--- config.mk ---
export PLATFORM = sky130hd
export DESIGN_NAME = hit_miss_pipe_ctrl
export DESIGN_NICKNAME = d
export VERILOG_FILES = /design/src/rtl/hit_miss_pipe_ctrl_pkg.sv /design/src/rtl/hit_miss_pipe_ctrl_shift_reg.sv /design/src/rtl/hit_miss_pipe_ctrl.sv
export SDC_FILE = /design/constraint.sdc
export NUM_CORES = 1
export LEC_CHECK = 0
export BUFFER_PORTS_ARGS = -buffer_cell sky130_fd_sc_hd__buf_2
export CORE_AREA = 2 2 39 41
export CTS_CLUSTER_DIAMETER = 200
export DETAILED_ROUTE_END_ITERATION = 8
export DIE_AREA = 0 0 41 43
export GPL_TIMING_DRIVEN = 1
export HOLD_SLACK_MARGIN = 0.08
export PLACE_DENSITY = 0.75
export SKIP_LAST_GASP = 1
export SLEW_MARGIN = 0
export SYNTH_ARGS = -nofsm -noshare
export SYNTH_HDL_FRONTEND = slang
export SYNTH_HIERARCHICAL = 1
export SYNTH_SLANG_ARGS = --single-unit
--- constraint.sdc ---
create_clock -name clk_i -period 1.95 [get_ports clk_i]
set_input_delay 0.39 -clock clk_i [delete_from_list [all_inputs] [get_ports clk_i]]
set_output_delay 0.39 -clock clk_i [all_outputs]
set_load 0.02 [all_outputs]
--- src/rtl/hit_miss_pipe_ctrl_pkg.sv ---
// -----------------------------------------------------------------------------
// hit_miss_pipe_ctrl_pkg
// Shared definitions for the hit/miss lookup pipeline controller.
//   NumReq    : number of requesters (port 0 normal, port 1 flush/maintenance)
//   req_vec_t : one bit per requester
//   req_id_e  : requester index
//   rr_grant  : two-way round-robin grant, one-hot result
// -----------------------------------------------------------------------------
package hit_miss_pipe_ctrl_pkg;

    localparam int unsigned NumReq = 2;

    typedef logic [NumReq-1:0] req_vec_t;

    typedef enum logic {
        REQ_NORMAL = 1'b0,
        REQ_FLUSH  = 1'b1
    } req_id_e;

    // A lone requester always wins; on contention the pointer decides.
    function automatic req_vec_t rr_grant(input req_vec_t valid, input logic rr);
        req_vec_t gnt;
        if (&valid) begin
            gnt = rr ? 2'b10 : 2'b01;
        end else begin
            gnt = valid;
        end
        return gnt;
    endfunction

endpackage

--- src/rtl/hit_miss_pipe_ctrl_shift_reg.sv ---
// -----------------------------------------------------------------------------
// shift_reg_gated_with_enable
// Fixed-latency valid/data shift register. All stages advance together when
// shift_en_i is high; data registers load only when the incoming stage is
// valid, so bubble stages keep stale payload.
//   clk_i, rst_ni   : clock, asynchronous active-low reset
//   valid_i, data_i : entry presented to stage 0
//   shift_en_i      : global advance enable
//   valid_o, data_o : last stage (output slot)
//   waiting_valid_o : some stage holds a valid entry
// Depth == 0 is a combinational pass-through.
// -----------------------------------------------------------------------------
module shift_reg_gated_with_enable #(
    parameter int unsigned Depth = 3,
    parameter type         dtype = logic
) (
    input  logic clk_i,
    input  logic rst_ni,
    input  logic valid_i,
    input  dtype data_i,
    input  logic shift_en_i,
    output logic valid_o,
    output dtype data_o,
    output logic waiting_valid_o
);

    if (Depth == 0) begin : g_pass
        assign valid_o         = valid_i;
        assign data_o          = data_i;
        assign waiting_valid_o = 1'b0;
    end else begin : g_pipe
        logic [Depth-1:0] stage_valid;
        dtype             stage_data [Depth];

        for (genvar gi = 0; gi < Depth; gi++) begin : g_stage
            logic in_valid;
            dtype in_data;
            logic valid_q;
            dtype data_q;

            if (gi == 0) begin : g_head
                assign in_valid = valid_i;
                assign in_data  = data_i;
            end else begin : g_body
                assign in_valid = stage_valid[gi-1];
                assign in_data  = stage_data[gi-1];
            end

            always_ff @(posedge clk_i or negedge rst_ni) begin
                if (!rst_ni) begin
                    valid_q <= 1'b0;
                end else if (shift_en_i) begin
                    valid_q <= in_valid;
                end
            end

            // Payload only moves with a valid entry; bubbles do not toggle it.
            always_ff @(posedge clk_i or negedge rst_ni) begin
                if (!rst_ni) begin
                    data_q <= '0;
                end else if (shift_en_i && in_valid) begin
                    data_q <= in_data;
                end
            end

            assign stage_valid[gi] = valid_q;
            assign stage_data[gi]  = data_q;
        end

        assign valid_o         = stage_valid[Depth-1];
        assign data_o          = stage_data[Depth-1];
        assign waiting_valid_o = |stage_valid;
    end

endmodule

--- src/rtl/hit_miss_pipe_ctrl.sv ---
// -----------------------------------------------------------------------------
// hit_miss_pipe_ctrl
// Two-requester round-robin arbiter feeding a fixed-latency lookup pipeline,
// with backpressure-derived shift enable, occupancy tracking and drain.
//   clk_i, rst_ni             : clock, asynchronous active-low reset
//   req_valid_i / req_data_i  : per-requester request and payload
//   req_ready_o               : per-requester grant (accept this cycle)
//   drain_i                   : block new grants while held
//   out_valid_o / out_data_o  : pipeline output slot
//   out_id_o                  : requester index of the output entry
//   out_ready_i               : downstream accept
//   count_o                   : entries in flight, output slot included
//   idle_o / drained_o        : count_o == 0 / drain_i & idle_o
// -----------------------------------------------------------------------------
module hit_miss_pipe_ctrl
    import hit_miss_pipe_ctrl_pkg::*;
#(
    parameter int unsigned Depth    = 3,
    parameter type         dtype    = logic,
    // Derived from Depth; floored at 1 so Depth == 0 still has a legal port.
    parameter int unsigned CntWidth = (Depth == 0) ? 1 : $clog2(Depth + 1)
) (
    input  logic                clk_i,
    input  logic                rst_ni,
    input  logic [NumReq-1:0]   req_valid_i,
    input  dtype [NumReq-1:0]   req_data_i,
    output logic [NumReq-1:0]   req_ready_o,
    input  logic                drain_i,
    output logic                out_valid_o,
    output dtype                out_data_o,
    output logic                out_id_o,
    input  logic                out_ready_i,
    output logic [CntWidth-1:0] count_o,
    output logic                idle_o,
    output logic                drained_o
);

    typedef struct packed {
        logic id;
        dtype data;
    } entry_t;

    logic          shift_en;
    logic          arb_en;
    req_vec_t      gnt;
    req_id_e       gnt_id;
    logic          accept;
    logic          retire;
    logic          rr_q, rr_d;
    entry_t        in_entry;
    entry_t        out_entry;
    logic          pipe_busy;
    logic [CntWidth-1:0] cnt_q;

    // ------------------------------------------------------------------
    // Arbitration
    // ------------------------------------------------------------------
    assign arb_en      = shift_en & ~drain_i;
    assign gnt         = arb_en ? rr_grant(req_valid_i, rr_q) : 2'b00;
    assign req_ready_o = gnt;
    assign accept      = |gnt;
    assign gnt_id      = gnt[1] ? REQ_FLUSH : REQ_NORMAL;

    // Pointer only moves when there was real contention.
    always_comb begin
        rr_d = rr_q;
        if ((&req_valid_i) && accept) begin
            rr_d = ~gnt_id;
        end
    end

    always_ff @(posedge clk_i or negedge rst_ni) begin
        if (!rst_ni) begin
            rr_q <= 1'b0;
        end else begin
            rr_q <= rr_d;
        end
    end

    // ------------------------------------------------------------------
    // Pipeline
    // ------------------------------------------------------------------
    assign in_entry.id   = gnt_id;
    assign in_entry.data = req_data_i[gnt_id];

    shift_reg_gated_with_enable #(
        .Depth (Depth),
        .dtype (entry_t)
    ) u_pipe (
        .clk_i           (clk_i),
        .rst_ni          (rst_ni),
        .valid_i         (accept),
        .data_i          (in_entry),
        .shift_en_i      (shift_en),
        .valid_o         (out_valid_o),
        .data_o          (out_entry),
        .waiting_valid_o (pipe_busy)
    );

    assign out_data_o = out_entry.data;
    assign out_id_o   = out_entry.id;
    assign retire     = out_valid_o & out_ready_i;

    // ------------------------------------------------------------------
    // Shift enable and occupancy
    // ------------------------------------------------------------------
    if (Depth == 0) begin : g_zero
        // Output is the grant itself, so gate on downstream ready directly
        // to avoid a loop through out_valid_o.
        assign shift_en = out_ready_i;
        assign cnt_q    = '0;
    end else begin : g_cnt
        logic [CntWidth-1:0] cnt_d;

        assign shift_en = ~out_valid_o | out_ready_i;

        always_comb begin
            cnt_d = cnt_q;
            if (accept && !retire) begin
                cnt_d = cnt_q + CntWidth'(1);
            end else if (!accept && retire) begin
                cnt_d = cnt_q - CntWidth'(1);
            end
        end

        always_ff @(posedge clk_i or negedge rst_ni) begin
            if (!rst_ni) begin
                cnt_q <= '0;
            end else begin
                cnt_q <= cnt_d;
            end
        end

`ifndef SYNTHESIS
        a_cnt_max: assert property (@(posedge clk_i) disable iff (!rst_ni)
            cnt_q <= CntWidth'(Depth));
        a_cnt_underflow: assert property (@(posedge clk_i) disable iff (!rst_ni)
            !(retire && !accept && (cnt_q == '0)));
        a_empty_means_no_valid: assert property (@(posedge clk_i) disable iff (!rst_ni)
            (cnt_q == '0) |-> !pipe_busy);
`endif
    end

    assign count_o   = cnt_q;
    assign idle_o    = (cnt_q == '0);
    assign drained_o = drain_i & idle_o;

endmodule

[After elaboration in Yosys (flattened, before gate mapping)]
Cells that the tools add are included.
Operators by class
  add/sub/neg operators: 2
  magnitude comparators: 1
  mux-type cells: 8
  bitwise operators: 7
  reduce and logical (&&, ||, !) cells: 12
Operator list (count)
  $mux W2: 5
  $logic_and A1 B1 Y1: 6
  $and A1 B1 Y1: 3
  $mux W1: 3
  $not A1 Y1: 3
  $add A2 B1 Y2 const B: 1
  $logic_not A1 Y1: 2
  $logic_not A2 Y1: 1
  $lt A1 B2 Y1 const B: 1
  $reduce_and A2 Y1: 1
  $reduce_bool A2 Y1: 1
  $reduce_or A2 Y1: 1
  $sub A2 B1 Y2 const B: 1
  $or A1 B1 Y1: 1
Word-level totals
  register bits: 12
  input port bits: 8

[Longest topological paths before layout]
  depth after elaboration: 9
  mapped depth: 7
  mapped depth without buffers: 7

[Modules after synthesis]
The synthesis kept the hierarchy.
Modules (own cells, without submodules)
  shift_reg_gated_with_enable: times used 1, cells each 25, area each 335.3 um^2, sequential area each 225.2 um^2
  hit_miss_pipe_ctrl: times used 1, cells each 23, area each 244.0 um^2, sequential area each 75.1 um^2

[Worst setup path after synthesis]
OpenSTA, ideal clock, no wires.
  kind: register -> register
  start: reg u_pipe.g_pipe.g_stage[2].valid_q (netlist: u_pipe/valid_o)
  end: reg u_pipe/g_pipe.g_stage[0].data_q[0] (netlist name)
  library setup time: 0.125 ns
  arrival: 1.482 ns
  data required time: 1.825 ns
  slack: 0.343 ns
  cell stages (with the launch flop): 5
  buffers on the path: 0
  path through: dfrtp_1 -> nor2b_4 -> nor4b_4 -> mux2_1 -> mux2_2
RTL lines
  start: declaration: line hit_miss_pipe_ctrl_shift_reg.sv:38  | logic valid_q;
  start signal: assignment: line hit_miss_pipe_ctrl_shift_reg.sv:53  | valid_q <= in_valid;
  end signal: assignment: line hit_miss_pipe_ctrl_shift_reg.sv:62  | data_q <= in_data;
  end: declaration: line hit_miss_pipe_ctrl_shift_reg.sv:39  | dtype data_q;

[Worst setup path in the final report]
  start: reg u_pipe.g_pipe.g_stage[2].valid_q (netlist: u_pipe/valid_o)
  end: out req_ready_o[1]
Between the ends
  longest elaborated chain between the ends: 4
Ends and longest elaborated chain
  $not A1 Y1: line hit_miss_pipe_ctrl.sv:115  | assign shift_en = ~out_valid_o | out_ready_i;
  $or A1 B1 Y1: line hit_miss_pipe_ctrl.sv:115
  $and A1 B1 Y1: line hit_miss_pipe_ctrl.sv:58  | assign arb_en = shift_en & ~drain_i;
  $mux W2: line hit_miss_pipe_ctrl.sv:59  | assign gnt = arb_en ? rr_grant(req_valid_i, rr_q) : 2'b00;
  end: declaration: line hit_miss_pipe_ctrl.sv:27  | output logic [NumReq-1:0] req_ready_o,
Every way passes these cells.

==> impl_results.md <==
* Die span in y at 43 um
* Gr ovfl total at 0
* Power share of the sequential group at 0.433
* Ports at 17
* Clock insertion delay at the later pin of the skew report at 0.26 ns
* Crit Path Max Fanout at 4
* Internal power at 633 uW
* Max stage delay on crit path at 0.41 ns
* Mapped Nets at 56
* Largest net degree at the start of global routing at 13
* DR vias/cell at about 4.8
* 1st-pass router iterations at 4
* Max-cap violations at 0
* Syn. warnings at 6
* GRT met1 Usage at 0.110
* Number of core rows at 14
* Post-CTS Setup Bufs at 0
* Arrival @ worst endpoint at between 1 and 1.5 ns
* RR Endpoint: u_pipe/g_pipe.g_stage[0].data_q[0]$_DFFE_PN0P_
* Post-route ant nets at 0
* Setup crit end kind: output pin
* Slew Viols, Final at 0
* Worst setup SP type: flip-flop
* First DRT Iteration DRCs at 5
* Hold path startpoint: req_valid_i[1]
* Hold WC Path Type: input port to flip-flop
* Clock power share at 0.136
* Logic pwr share at 0.430
* Final setup violating endpoints at 0
* Global routing usage on met2 at 0.206
* First-pass GRT wire length at 1.38 mm
* Hold path depth at 3
* Fillers at 130
* Die area at ~1800 um^2
* Buf+Inv Stages, Crit Path at 1
* All-Layer GR Usage at 0.122
* Total wire length at ~930 um
* Clk root buf: clkbuf_4
* WHS Endpoint: rr_q$_DFFE_PN0P_
* Total power at a little over 1000 uW
* GRT Max-Usage Layer: met2
* CTS H-tree lvls at 1
* Status: finished clean
* Period utilisation layout at 0.882
* Routed len/inst at 11.3 um
* Leak pwr at 0.000353 uW
* Reg-to-reg slack, setup at 0.37 ns
* Post-layout util at 0.505
* Hold buffer count at CTS at 1
* Clock transition at path regs at 0.06 ns
* Initial antenna violation count at 0
* Critical path's slowest cell: dfrtp_1
* Cts repair resizes at 0
* Kind of cell adding the most delay to the critical path: simple AND/OR/NAND/NOR gates
* Crit Path Class: flip-flop to output pin
* Vias in the first global route at 382
* Mapped Area at 574 um^2
* Setup_tns at 0 ns
* Die extent in x at 41 um
* VDD IR-drop max at approximately 600 uV
* IO Port Bufs at 16
* Residual DRC at 0
* Syn-to-layout area delta at 21.8%
* Setup repair after global routing missed its margin: no
* Switching pwr at roughly 380 uW
* CP cell instances: nor2b_4, nor4b_4, buf_2
* Relative slew slack at 0.831
* CTS Buf Count at 3
* Final min period at approximately 1.7 ns
* Ant. Diodes at 0
* Cell count of the worst reg-to-reg path at 4
* Clock tree buffer depth at 2
* Dpl hpwl at a little under 800 um
* Routability Congestion at 0.695
* R2r startpoint: u_pipe/valid_o$_DFFE_PN0P_
* Core area at 1380 um^2
* CTS tree: built
* Post-Route Skew at 0.00164 ns
* Via count at 393
* Sw frac at 0.378
* Initial core utilization at 0.415
* CP Data Required Time at 1.56 ns
* Mapped Cells at 47
* GR Layer Usage met3 at 0.0471
* Mean post-synth cell area at 12.2 um^2
* Worst-margin pin slew at ~0.25 ns
* Final hold vios at 0
* Highest clock rate at around 0.58 GHz
* NumNets Final at 77
* Power per cell area at about 1500 nW/um^2
* Share of post-route cells with drive strength above 1 at 0.424
* Clock Sinks at 12
-- power by group through the flow --
stage	Sequential, uW	Clock (uW)	Combinational [uW]
2_1_floorplan	492	0	262
3_3_place_gp	438	0	430
3_5_place_dp	446	0	441
4_1_cts	441	148	446
5_1_grt	450	161	479
6_report	440	138	438
-- worst min-delay path, stage by stage --
cell and delay, ns:
buf_2 0.12, nand4b_1 0.11, xnor2_1 0.07
-- how the worst max path moves through the flow --
stage,startpoint,end,slack [ns],cells after the start
after detailed placement,req_valid_i[0],u_pipe/g_pipe.g_stage[0].data_q[0]$_DFFE_PN0P_,0.33,5
after CTS,u_pipe/valid_o$_DFFE_PN0P_,req_ready_o[1],0.21,3
after global routing,u_pipe/valid_o$_DFFE_PN0P_,req_ready_o[1],0.17,3
final,u_pipe/valid_o$_DFFE_PN0P_,req_ready_o[1],0.23,3
after global placement,req_valid_i[0],u_pipe/g_pipe.g_stage[0].data_q[0]$_DFFE_PN0P_,0.36,5
after floorplan,u_pipe/valid_o$_DFFE_PN0P_,u_pipe/g_pipe.g_stage[0].data_q[0]$_DFFE_PN0P_,0.34,4
-- per-layer routing --
metal / share of wire / vias up / wire length [um]
li1: - / 194 / -
met1: 0.41 / 186 / 382
met2: 0.52 / 13 / 486
met3: 0.063 / 0 / 58
met4: 0 / 0 / 0
met5: 0 / - / 0
-- layout by cell type (no fill, tap or decap), drive strengths merged --
cell,instances
nor2b,2
o21ai,3
nand2,5
clkbuf,3
dlygate4sd3,1
nor4b,1
and2,1
inv,4
nor2,3
buf,16
and3,1
dfrtp,12
xnor2,2
o21a,1
ha,1
xor2,2
nand4b,1
mux2,7
-- final cells by class --
type,count,area (um^2),share of cell area
clock buffers,3,22.5,0.0322
inverters,4,15.0,0.0215
multi-input cells,30,251,0.360
flip-flops and latches,12,300,0.429
well taps,16,20.0,0.0286
repair buffers,17,90.1,0.129
-- sequential cells by signal (all words and copies together) (netlist names) --
name / cells
rr_q: 1
u_pipe/data_o: 2
count_o: 2
u_pipe/g_pipe.g_stage.data_q: 4
u_pipe/g_pipe.g_stage.valid_q: 2
u_pipe/valid_o: 1
-- stage by stage --
stage / std cells / area, um^2 / hold WS [ns] / setup WS [ns]
global route: 82 / 699 / 0.481 / 0.171
finish: 82 / 699 / 0.470 / 0.231
detailed placement: 78 / 667 / 0.274 / 0.328
global placement: 78 / 667 / 0.275 / 0.358
CTS: 82 / 699 / 0.469 / 0.206
floorplan: 47 / 574 / 0.0944 / 0.343
Power figures use the tool's default switching activity.
